--- config.mk ---
export PLATFORM = sky130hd
export DESIGN_NAME = ldst_sequencer_flat
export DESIGN_NICKNAME = d
export VERILOG_FILES = /design/src/rtl/ldst_sequencer_if.sv /design/src/rtl/ldst_sequencer.sv /design/src/flat_wrapper.sv
export SDC_FILE = /design/constraint.sdc
export NUM_CORES = 1
export LEC_CHECK = 0
export CORE_ASPECT_RATIO = 0.7
export CORE_UTILIZATION = 42
export CTS_BUF_LIST = sky130_fd_sc_hd__clkbuf_16
export CTS_CLUSTER_DIAMETER = 40
export CTS_CLUSTER_SIZE = 16
export DETAILED_ROUTE_END_ITERATION = 10
export PLACE_DENSITY = 0.73
export RECOVER_POWER = 100
export SLEW_MARGIN = 20
export SYNTH_ARGS = -nofsm -noshare
export SYNTH_HDL_FRONTEND = slang
export SYNTH_SLANG_ARGS = --single-unit
--- constraint.sdc ---
create_clock -name clk -period 1.6 [get_ports clk]
set_input_delay 0.32 -clock clk [delete_from_list [all_inputs] [get_ports clk]]
set_output_delay 0.32 -clock clk [all_outputs]
set_load 0.005 [all_outputs]
--- src/rtl/ldst_sequencer_if.sv ---
// Handshake and control-strobe bundle between the load/store
// sequencer and the fetch/decode front end and datapath.
`timescale 1ns/1ps
interface ldst_sequencer_if;
  logic       start;
  logic [4:0] opcode;
  logic       mem_ready;

  logic Gra;
  logic Grb;
  logic Rin;
  logic Rout;
  logic BAout;
  logic Cout;
  logic Yin;
  logic Zin;
  logic Zlowout;
  logic MARin;
  logic MDRin;
  logic Read;
  logic Write;
  logic ADD;

  logic busy;
  logic done;
  logic error;

  modport master (
    output start,
    output opcode,
    output mem_ready,
    input  Gra,
    input  Grb,
    input  Rin,
    input  Rout,
    input  BAout,
    input  Cout,
    input  Yin,
    input  Zin,
    input  Zlowout,
    input  MARin,
    input  MDRin,
    input  Read,
    input  Write,
    input  ADD,
    input  busy,
    input  done,
    input  error
  );

  modport slave (
    input  start,
    input  opcode,
    input  mem_ready,
    output Gra,
    output Grb,
    output Rin,
    output Rout,
    output BAout,
    output Cout,
    output Yin,
    output Zin,
    output Zlowout,
    output MARin,
    output MDRin,
    output Read,
    output Write,
    output ADD,
    output busy,
    output done,
    output error
  );
endinterface

--- src/rtl/ldst_sequencer.sv ---
// Moore control sequencer for ld / ldi / st, with a bounded
// memory wait and a one-cycle done or error pulse.
`timescale 1ns/1ps
module ldst_sequencer #(
  parameter int unsigned TIMEOUT = 15
) (
  input logic             clk,
  input logic             clr,
  ldst_sequencer_if.slave bus
);

  localparam logic [2:0] S_IDLE = 3'd0;
  localparam logic [2:0] S_T3   = 3'd1;
  localparam logic [2:0] S_T4   = 3'd2;
  localparam logic [2:0] S_T5   = 3'd3;
  localparam logic [2:0] S_T6   = 3'd4;
  localparam logic [2:0] S_T7   = 3'd5;
  localparam logic [2:0] S_FIN  = 3'd6;
  localparam logic [2:0] S_ERR  = 3'd7;

  localparam logic [4:0] OP_LD  = 5'b00000;
  localparam logic [4:0] OP_LDI = 5'b00001;
  localparam logic [4:0] OP_ST  = 5'b00010;

  localparam logic [3:0] TMO = 4'(TIMEOUT);

  logic [2:0] state;
  logic [2:0] state_nxt;
  logic [4:0] op;
  logic [3:0] cnt;
  logic [3:0] cnt_inc;
  logic       is_ld;
  logic       is_ldi;
  logic       is_st;
  logic       legal;
  logic       accept;
  logic       waiting;
  logic       expired;

  assign is_ld  = (op == OP_LD);
  assign is_ldi = (op == OP_LDI);
  assign is_st  = (op == OP_ST);

  assign legal = (bus.opcode == OP_LD)
              || (bus.opcode == OP_LDI)
              || (bus.opcode == OP_ST);

  assign accept = (state == S_IDLE) && bus.start;

  // ld waits in T6, st waits in T7
  assign waiting = ((state == S_T6) && is_ld)
                || ((state == S_T7) && is_st);

  assign cnt_inc = cnt + 4'd1;
  assign expired = !bus.mem_ready && (cnt_inc == TMO);

  always_ff @(posedge clk or posedge clr) begin
    if (clr) begin
      state <= S_IDLE;
    end else begin
      state <= state_nxt;
    end
  end

  always_ff @(posedge clk or posedge clr) begin
    if (clr) begin
      op <= OP_LD;
    end else if (accept) begin
      op <= bus.opcode;
    end
  end

  // outside a wait state the counter sits at zero, so every
  // entry into a wait state starts from a fresh count
  always_ff @(posedge clk or posedge clr) begin
    if (clr) begin
      cnt <= 4'd0;
    end else if (!waiting) begin
      cnt <= 4'd0;
    end else if (!bus.mem_ready) begin
      cnt <= cnt_inc;
    end
  end

  always_comb begin
    state_nxt = state;
    case (state)
      S_IDLE: begin
        if (bus.start) begin
          state_nxt = legal ? S_T3 : S_ERR;
        end
      end
      S_T3: state_nxt = S_T4;
      S_T4: state_nxt = S_T5;
      S_T5: state_nxt = is_ldi ? S_FIN : S_T6;
      S_T6: begin
        if (!is_ld) begin
          state_nxt = S_T7;
        end else if (bus.mem_ready) begin
          state_nxt = S_T7;
        end else if (expired) begin
          state_nxt = S_ERR;
        end
      end
      S_T7: begin
        if (!is_st) begin
          state_nxt = S_FIN;
        end else if (bus.mem_ready) begin
          state_nxt = S_FIN;
        end else if (expired) begin
          state_nxt = S_ERR;
        end
      end
      S_FIN:   state_nxt = S_IDLE;
      S_ERR:   state_nxt = S_IDLE;
      default: state_nxt = S_IDLE;
    endcase
  end

  always_comb begin
    bus.Gra     = 1'b0;
    bus.Grb     = 1'b0;
    bus.Rin     = 1'b0;
    bus.Rout    = 1'b0;
    bus.BAout   = 1'b0;
    bus.Cout    = 1'b0;
    bus.Yin     = 1'b0;
    bus.Zin     = 1'b0;
    bus.Zlowout = 1'b0;
    bus.MARin   = 1'b0;
    bus.MDRin   = 1'b0;
    bus.Read    = 1'b0;
    bus.Write   = 1'b0;
    bus.ADD     = 1'b0;
    bus.done    = 1'b0;
    bus.error   = 1'b0;
    case (state)
      S_T3: begin
        bus.Grb   = 1'b1;
        bus.BAout = 1'b1;
        bus.Rout  = 1'b1;
        bus.Yin   = 1'b1;
      end
      S_T4: begin
        bus.Cout = 1'b1;
        bus.ADD  = 1'b1;
        bus.Zin  = 1'b1;
      end
      S_T5: begin
        bus.Zlowout = 1'b1;
        if (is_ldi) begin
          bus.Gra = 1'b1;
          bus.Rin = 1'b1;
        end else begin
          bus.MARin = 1'b1;
        end
      end
      S_T6: begin
        unique case (1'b1)
          is_ld: begin
            bus.Read  = 1'b1;
            bus.MDRin = 1'b1;
          end
          is_st: begin
            bus.Gra   = 1'b1;
            bus.Rout  = 1'b1;
            bus.MDRin = 1'b1;
          end
          default: ;
        endcase
      end
      S_T7: begin
        unique case (1'b1)
          is_ld: begin
            bus.Gra = 1'b1;
            bus.Rin = 1'b1;
          end
          is_st: begin
            bus.Write = 1'b1;
          end
          default: ;
        endcase
      end
      S_FIN:   bus.done  = 1'b1;
      S_ERR:   bus.error = 1'b1;
      default: ;
    endcase
  end

  assign bus.busy = (state != S_IDLE);

endmodule

--- src/flat_wrapper.sv ---
// flat-port wrapper written by rule: the top's interface ports become plain ports
module ldst_sequencer_flat 
#(
  parameter int unsigned TIMEOUT = 15
)
  (clk, clr, bus_start, bus_opcode, bus_mem_ready, bus_Gra, bus_Grb, bus_Rin, bus_Rout, bus_BAout, bus_Cout, bus_Yin, bus_Zin, bus_Zlowout, bus_MARin, bus_MDRin, bus_Read, bus_Write, bus_ADD, bus_busy, bus_done, bus_error);
  ldst_sequencer_if bus_i ();
  input logic clk;
  input logic clr;
  input wire logic [$bits(bus_i.start)-1:0] bus_start;
  input wire logic [$bits(bus_i.opcode)-1:0] bus_opcode;
  input wire logic [$bits(bus_i.mem_ready)-1:0] bus_mem_ready;
  output wire logic [$bits(bus_i.Gra)-1:0] bus_Gra;
  output wire logic [$bits(bus_i.Grb)-1:0] bus_Grb;
  output wire logic [$bits(bus_i.Rin)-1:0] bus_Rin;
  output wire logic [$bits(bus_i.Rout)-1:0] bus_Rout;
  output wire logic [$bits(bus_i.BAout)-1:0] bus_BAout;
  output wire logic [$bits(bus_i.Cout)-1:0] bus_Cout;
  output wire logic [$bits(bus_i.Yin)-1:0] bus_Yin;
  output wire logic [$bits(bus_i.Zin)-1:0] bus_Zin;
  output wire logic [$bits(bus_i.Zlowout)-1:0] bus_Zlowout;
  output wire logic [$bits(bus_i.MARin)-1:0] bus_MARin;
  output wire logic [$bits(bus_i.MDRin)-1:0] bus_MDRin;
  output wire logic [$bits(bus_i.Read)-1:0] bus_Read;
  output wire logic [$bits(bus_i.Write)-1:0] bus_Write;
  output wire logic [$bits(bus_i.ADD)-1:0] bus_ADD;
  output wire logic [$bits(bus_i.busy)-1:0] bus_busy;
  output wire logic [$bits(bus_i.done)-1:0] bus_done;
  output wire logic [$bits(bus_i.error)-1:0] bus_error;
  assign bus_i.start = bus_start;
  assign bus_i.opcode = bus_opcode;
  assign bus_i.mem_ready = bus_mem_ready;
  assign bus_Gra = bus_i.Gra;
  assign bus_Grb = bus_i.Grb;
  assign bus_Rin = bus_i.Rin;
  assign bus_Rout = bus_i.Rout;
  assign bus_BAout = bus_i.BAout;
  assign bus_Cout = bus_i.Cout;
  assign bus_Yin = bus_i.Yin;
  assign bus_Zin = bus_i.Zin;
  assign bus_Zlowout = bus_i.Zlowout;
  assign bus_MARin = bus_i.MARin;
  assign bus_MDRin = bus_i.MDRin;
  assign bus_Read = bus_i.Read;
  assign bus_Write = bus_i.Write;
  assign bus_ADD = bus_i.ADD;
  assign bus_busy = bus_i.busy;
  assign bus_done = bus_i.done;
  assign bus_error = bus_i.error;
  ldst_sequencer #(.TIMEOUT(TIMEOUT)) u_core (.clk(clk), .clr(clr), .bus(bus_i));
endmodule
==> impl_metrics.env, run 1 <==
export IMPL_status="finished, violations left"
export IMPL_violations="negative setup slack"
export IMPL_cts_tree="done"
export IMPL_ys_flop_type="dfrtp_1"
export IMPL_coreArea_sq_um=1980
export IMPL_clkTransAtPathRegs_ns=0.05
export IMPL_grt_pass1_wl_microns=5640
export IMPL_final_net_count=183
export IMPL_cts_buffers=3
export IMPL_antenna_found_initial=0
export IMPL_ir_drop_mv=1.81
export IMPL_min_path_type="input pin to async pin"
export IMPL_fill_cells=86
export IMPL_clock_path_buffers=2
export IMPL_r2r_setup_slack_ns=-0.32
export IMPL_row_count=13
export IMPL_reg2reg_depth=6
export IMPL_synth_edff_count=0
export IMPL_yosysTopAreaCell="dfrtp_1"
export IMPL_critical_path_max_stage_delay_ns=0.41
export IMPL_grt_pass1_vias=1117
export IMPL_cts_hold_buf=0
export IMPL_synth_common_cells="nor2_1 (14), dfrtp_1 (12), nand2_1 (7)"
export IMPL_htreeDepth=1
export IMPL_antenna_left=0
export IMPL_start_kind="flip-flop"
export IMPL_end_kind="output port"
export IMPL_tightest_slew_ns=0.523
export IMPL_synthArstFlopShare=1.00
export IMPL_grtUsageTotal=0.308
export IMPL_path_buf_inv=1
export IMPL_maxSlewHeadroom=0.651
export IMPL_via_per_inst=5.83
export IMPL_path_delay_family="simple AND/OR/NAND/NOR gates"
export IMPL_syn_to_final_growth_pct=86.6
export IMPL_arrival_ns=1.68
export IMPL_crit_chain="or3_4 > or3_4 > nor3_2 > buf_2"
export IMPL_synth_seq_area_share=0.320
export IMPL_hold_worst_slack_ns=0.573
export IMPL_netlist_top_cells_area="dfrtp_1 (32%), mux2_2 (6.0%), nor2_1 (5.6%)"
export IMPL_start_util=0.474
export IMPL_wl_microns=4060
export IMPL_r2r_end="u_core.op[2]"
export IMPL_die_area_sq_um=2430
export IMPL_finalCriticalPeriod_ns=2.00
export IMPL_period_share=1.25
export IMPL_clock_skew_ns=0.00733
export IMPL_final_layout_size_suffix_gt1_frac=0.591
export IMPL_avgSynthCellArea_sq_um=8.86
export IMPL_gp_congestion=0.854
export IMPL_synth_distinct_cells=40
export IMPL_vias=1171
export IMPL_synth_top_area_frac=0.320
export IMPL_setup_viol=29
export IMPL_wl_per_cell_microns=20.2
export IMPL_synth_seq_cells=12
export IMPL_syn_area_sq_um=940
export IMPL_clockRootBuffer="clkbuf_16"
export IMPL_cp_slowest_cell="or3_4"
export IMPL_num_io_pins=26
export IMPL_clkSinkCount=12
export IMPL_grt_max_degree=15
export IMPL_drc=0
export IMPL_synth_cells=106
export IMPL_required_ns=1.28
export IMPL_first_pass_iters=5
export IMPL_finalHoldViolCount=0
export IMPL_r2r_start="u_core.state[0]"
export IMPL_cp_max_fo=2
export IMPL_grt_overflow_total=0
export IMPL_total_power_mw=3.40
export IMPL_fp_dieW_microns=58.5
export IMPL_cap_violations=0
export IMPL_rsz0062_at_grt="true"
export IMPL_clk_latency_ns=0.24
export IMPL_drt_initial_drc_count=95
export IMPL_fin_tns_setup_ns=-6.24
export IMPL_max_freq_mhz=499
export IMPL_p_leak_nw=0.829
export IMPL_dp_hpwl_microns=1870
export IMPL_finalWorstSetupSlack_ns=-0.403
export IMPL_portBuffers=25
export IMPL_ys_warnings_count=0
export IMPL_power_density_nw_per_um2=1940
export IMPL_drv_slew=0
export IMPL_synth_fp_nets=117
export IMPL_die_h_microns=41.6
export IMPL_antenna_cells=0
export IMPL_crit_top_cell="or3_4"
export IMPL_criticalPathCategory="flip-flop to output port"
export IMPL_synth_most_common_cell="nor2_1"
==> timing repair <==
action / in CTS / in global routing
gates resized for setup: 90 / 32
endpoints found under the setup margin: 24 / 28
setup buffers: 18 / 9
pin swaps: 20 / 10
==> flip-flops by register name, indices dropped and copies added (netlist names) <==
name	flops
u_core.op	5
u_core.cnt	4
u_core.state	3
==> layout make-up <==
class	count	area, sq um	share of cell area
Multi-Input combinational cell	79	693	0.395
Timing Repair Buffer	72	627	0.358
Sequential cell	12	302	0.172
Clock inverter	1	3.75	0.00214
Tap cell	30	37.5	0.0214
Inverter	4	15.0	0.00857
Clock buffer	3	75.1	0.0428
==> cells by family (layout without fill, tap and decap cells) <==
group           Yosys count  count (layout)  synth area share
buf+inv                  15              80             0.104
flops                    12              12             0.320
fa+ha+maj                 2               2            0.0266
simple gates             49              49             0.302
mux                       5               5            0.0599
compound gates           19              19             0.150
xor+xnor                  4               4            0.0373
==> report_power, final <==
group	internal (mW)	switching, mW
Clock	0.329	0.131
Sequential	0.414	0.109
Combinational	1.34	1.08
==> worst max-delay path by stage <==
| stage | startpoint | to | slack, ns | cells after the start |
|---|---|---|---|---|
| 6_report | u_core.op[4] | bus_Read | -0.40 | 4 |
| 5_1_grt | u_core.op[4] | bus_Write | -0.43 | 5 |
| 4_1_cts | u_core.op[4] | bus_Read | -0.28 | 4 |
| 3_5_place_dp | u_core.op[4] | bus_Read | -0.47 | 4 |
| 3_3_place_gp | u_core.op[4] | bus_Read | -0.45 | 4 |
| 2_1_floorplan | u_core.op[4] | bus_Read | -0.002 | 3 |
==> worst reg2reg max path, delay by kind of cell (launching register included) <==
family | cells | cell delay [ns]
and+or+nand+nor | 2 | 0.57
DFF | 1 | 0.46
buffers and inverters | 3 | 0.44
muxes | 1 | 0.33
==> metal layers <==
metal / track usage / vias to the layer above / share of wire
li1: - / 498 / -
met1: 0.425 / 563 / 0.37
met2: 0.515 / 96 / 0.49
met3: 0.0436 / 14 / 0.11
met4: 0.0571 / 0 / 0.026
met5: 0 / - / 0
==> stage by stage <==
step	utilization	cells	area, sq um	setup slack [ns]
final	0.883	201	1750	-0.403
after CTS	0.829	194	1650	-0.279
after detailed placement	0.668	174	1330	-0.475
after global placement	0.668	174	1330	-0.450
after floorplan	-	106	940	-0.00199
after global routing	0.883	201	1750	-0.435
==> layout by cell type (no fill, tap or decap), types with 2 or more instances in the layout <==
master	instances
clkbuf_16	3
nor2b_4	2
inv_1	4
nor2_4	4
dfrtp_1	11
xor2_1	2
nand2_1	5
and2_4	2
o22ai_1	2
buf_2	9
nor2_1	9
o21ai_0	2
a21oi_1	3
mux2_4	5
and3_1	3
ha_1	2
nand4b_1	2
dlygate4sd2_1	2
buf_4	29
clkdlybuf4s50_1	7
nand2b_1	2
or3_4	3
nor2_2	2
buf_6	21
clkbuf_2	2
nor3_2	4
nand3_1	2
(Power assumes the default switching activity.)
==> run 2: changes to the inputs <==
RECOVER_POWER = unset   (was 100)
==> run 2 against run 1 <==
  * The flow still finishes with violations (negative setup slack)
  * Clock-buffer cell count is the same
  * Final cell count is the same
  * Non-clock buffer count unchanged
  * Die area unchanged
  * Combinational power is essentially flat
  * Routed wire length decreased by 0.44%
  * Critical path depth stayed put
  * Hold slack worse by 0.14 ns
  * Sequential cell count unchanged
  * Critical path type unchanged
  * Critical endpoint unchanged
  * Largest power group unchanged
  * Highest routed layer unchanged
==> impl_metrics.env, run 2 (synthesized netlist as in run 1, its figures left out) <==
export IMPL_clock_skew_ns=0.00802
export IMPL_grtUsageTotal=0.308
export IMPL_r2r_start="u_core.op[4]"
export IMPL_end_kind="output port"
export IMPL_clock_path_buffers=2
export IMPL_fin_tns_setup_ns=-5.47
export IMPL_cts_tree="done"
export IMPL_drt_initial_drc_count=86
export IMPL_clockRootBuffer="clkbuf_16"
export IMPL_cts_hold_buf=0
export IMPL_p_sw_mw=1.32
export IMPL_portBuffers=25
export IMPL_ir_drop_mv=1.82
export IMPL_num_io_pins=26
export IMPL_htreeDepth=1
export IMPL_finalHoldViolCount=0
export IMPL_die_area_sq_um=2430
export IMPL_top_register="u_core.op"
export IMPL_required_ns=1.28
export IMPL_grt_overflow_total=0
export IMPL_criticalPathCategory="flip-flop to output port"
export IMPL_final_common_cell="buf_4"
export IMPL_antenna_cells=0
export IMPL_clkPwrFrac=0.136
export IMPL_status="finished, violations left"
export IMPL_cts_buffers=3
export IMPL_clk_latency_ns=0.24
export IMPL_maxSlewHeadroom=0.654
export IMPL_final_layout_size_suffix_gt1_frac=0.596
export IMPL_via_per_inst=5.74
export IMPL_swShare=0.387
export IMPL_drc=0
export IMPL_setup_worst_path_start="u_core.op[4]"
export IMPL_clkTransAtPathRegs_ns=0.05
export IMPL_period_share=1.25
export IMPL_finalCriticalPeriod_ns=2.00
export IMPL_start_kind="flip-flop"
export IMPL_syn_to_final_growth_pct=87.1
export IMPL_wl_microns=4040
export IMPL_largestRegisters="u_core.op (5), u_core.cnt (4), u_core.state (3)"
export IMPL_power_density_nw_per_um2=1940
export IMPL_total_power_mw=3.41
export IMPL_place_area_sq_um=1330
export IMPL_violations="negative setup slack"
export IMPL_largest_reg_flops=5
export IMPL_setup_viol=28
export IMPL_cap_violations=0
export IMPL_p_leak_nw=0.829
export IMPL_first_pass_iters=5
export IMPL_finalWorstSetupSlack_ns=-0.396
export IMPL_row_count=13
export IMPL_intPower_mw=2.09
export IMPL_coreArea_sq_um=1980
export IMPL_hold_worst_slack_ns=0.435
export IMPL_cp_max_fo=2
export IMPL_wl_per_cell_microns=20.1
export IMPL_grt_pass1_vias=1117
export IMPL_max_freq_mhz=501
export IMPL_gp_congestion=0.854
export IMPL_grt_max_degree=15
export IMPL_vias=1153
export IMPL_fp_dieW_microns=58.5
export IMPL_drv_slew=0
export IMPL_antenna_found_initial=0
export IMPL_grt_pass1_wl_microns=5640
export IMPL_layout_common_cells="buf_4 (28), buf_6 (22), dfrtp_1 (10), nor2_1 (9), buf_2 (9)"
export IMPL_design_area_sq_um=1760
export IMPL_die_h_microns=41.6
export IMPL_clkSinkCount=12
export IMPL_min_path_type="input pin to async pin"
export IMPL_rsz0062_at_grt="true"
export IMPL_antenna_left=0
export IMPL_dp_hpwl_microns=1870
export IMPL_final_net_count=183
export IMPL_seqPwrFrac=0.155
export IMPL_tightest_slew_ns=0.519
export IMPL_start_util=0.474
export IMPL_pwr_share_comb=0.709
export IMPL_arrival_ns=1.68
## run 2: path summary, 6_finish.rpt
kind	end	slack [ns]	cells past startpoint
setup / recovery	bus_Read	-0.40	4
hold / removal	u_core.cnt[3]	0.43	2
setup reg to reg	u_core.cnt[3]	-0.31	11
hold reg to reg	u_core.op[1]	0.66	2
max in group asynchronous	u_core.op[1]	0.78	2
min in group clk	u_core.op[1]	0.66	2
## run 2: timing repair
| action | CTS | global route |
|---|---|---|
| hold endpoints to repair | 0 | 0 |
| endpoints found under the setup margin | 24 | 28 |
| setup buffers | 18 | 9 |
| gates resized for setup | 90 | 32 |
| pin swaps | 20 | 10 |
## run 2: power by group through the flow
stage / Clock (mW) / Combinational [mW] / Sequential (mW)
after detailed placement: 0 / 1.42 / 0.508
after CTS: 0.448 / 1.93 / 0.494
after global routing: 0.486 / 2.51 / 0.531
after global placement: 0 / 1.39 / 0.499
after floorplan: 0 / 0.801 / 0.496
final: 0.464 / 2.42 / 0.528
## run 2: per-stage QoR
stage	worst slack [ns]	std cells	utilization
detailed placement	-0.475	174	0.668
global route	-0.435	201	0.886
floorplan	-0.00199	106	-
global placement	-0.450	174	0.668
finish	-0.396	201	0.886
CTS	-0.279	194	0.829
## run 2: layer usage
metal | track usage | wire, microns | vias up
li1 | - | - | 499
met1 | 0.425 | 1560 | 542
met2 | 0.515 | 1960 | 93
met3 | 0.0436 | 388 | 19
met4 | 0.0571 | 131 | 0
met5 | 0 | 0 | -
## run 2: layout make-up
type	instances	area, sq um
clock buffers	3	75.1
fillers	83	226
flip-flops and latches	12	303
multi-input cells	79	693
well taps	30	37.5
repair buffers	72	631
inverters	4	15.0
clock inverters	1	3.75
## run 2: critical path, cell delays in order (launching register included)
cell	delay, ns
dfrtp_1	0.39
or3_4	0.41
or3_4	0.37
nor3_2	0.13
buf_2	0.15
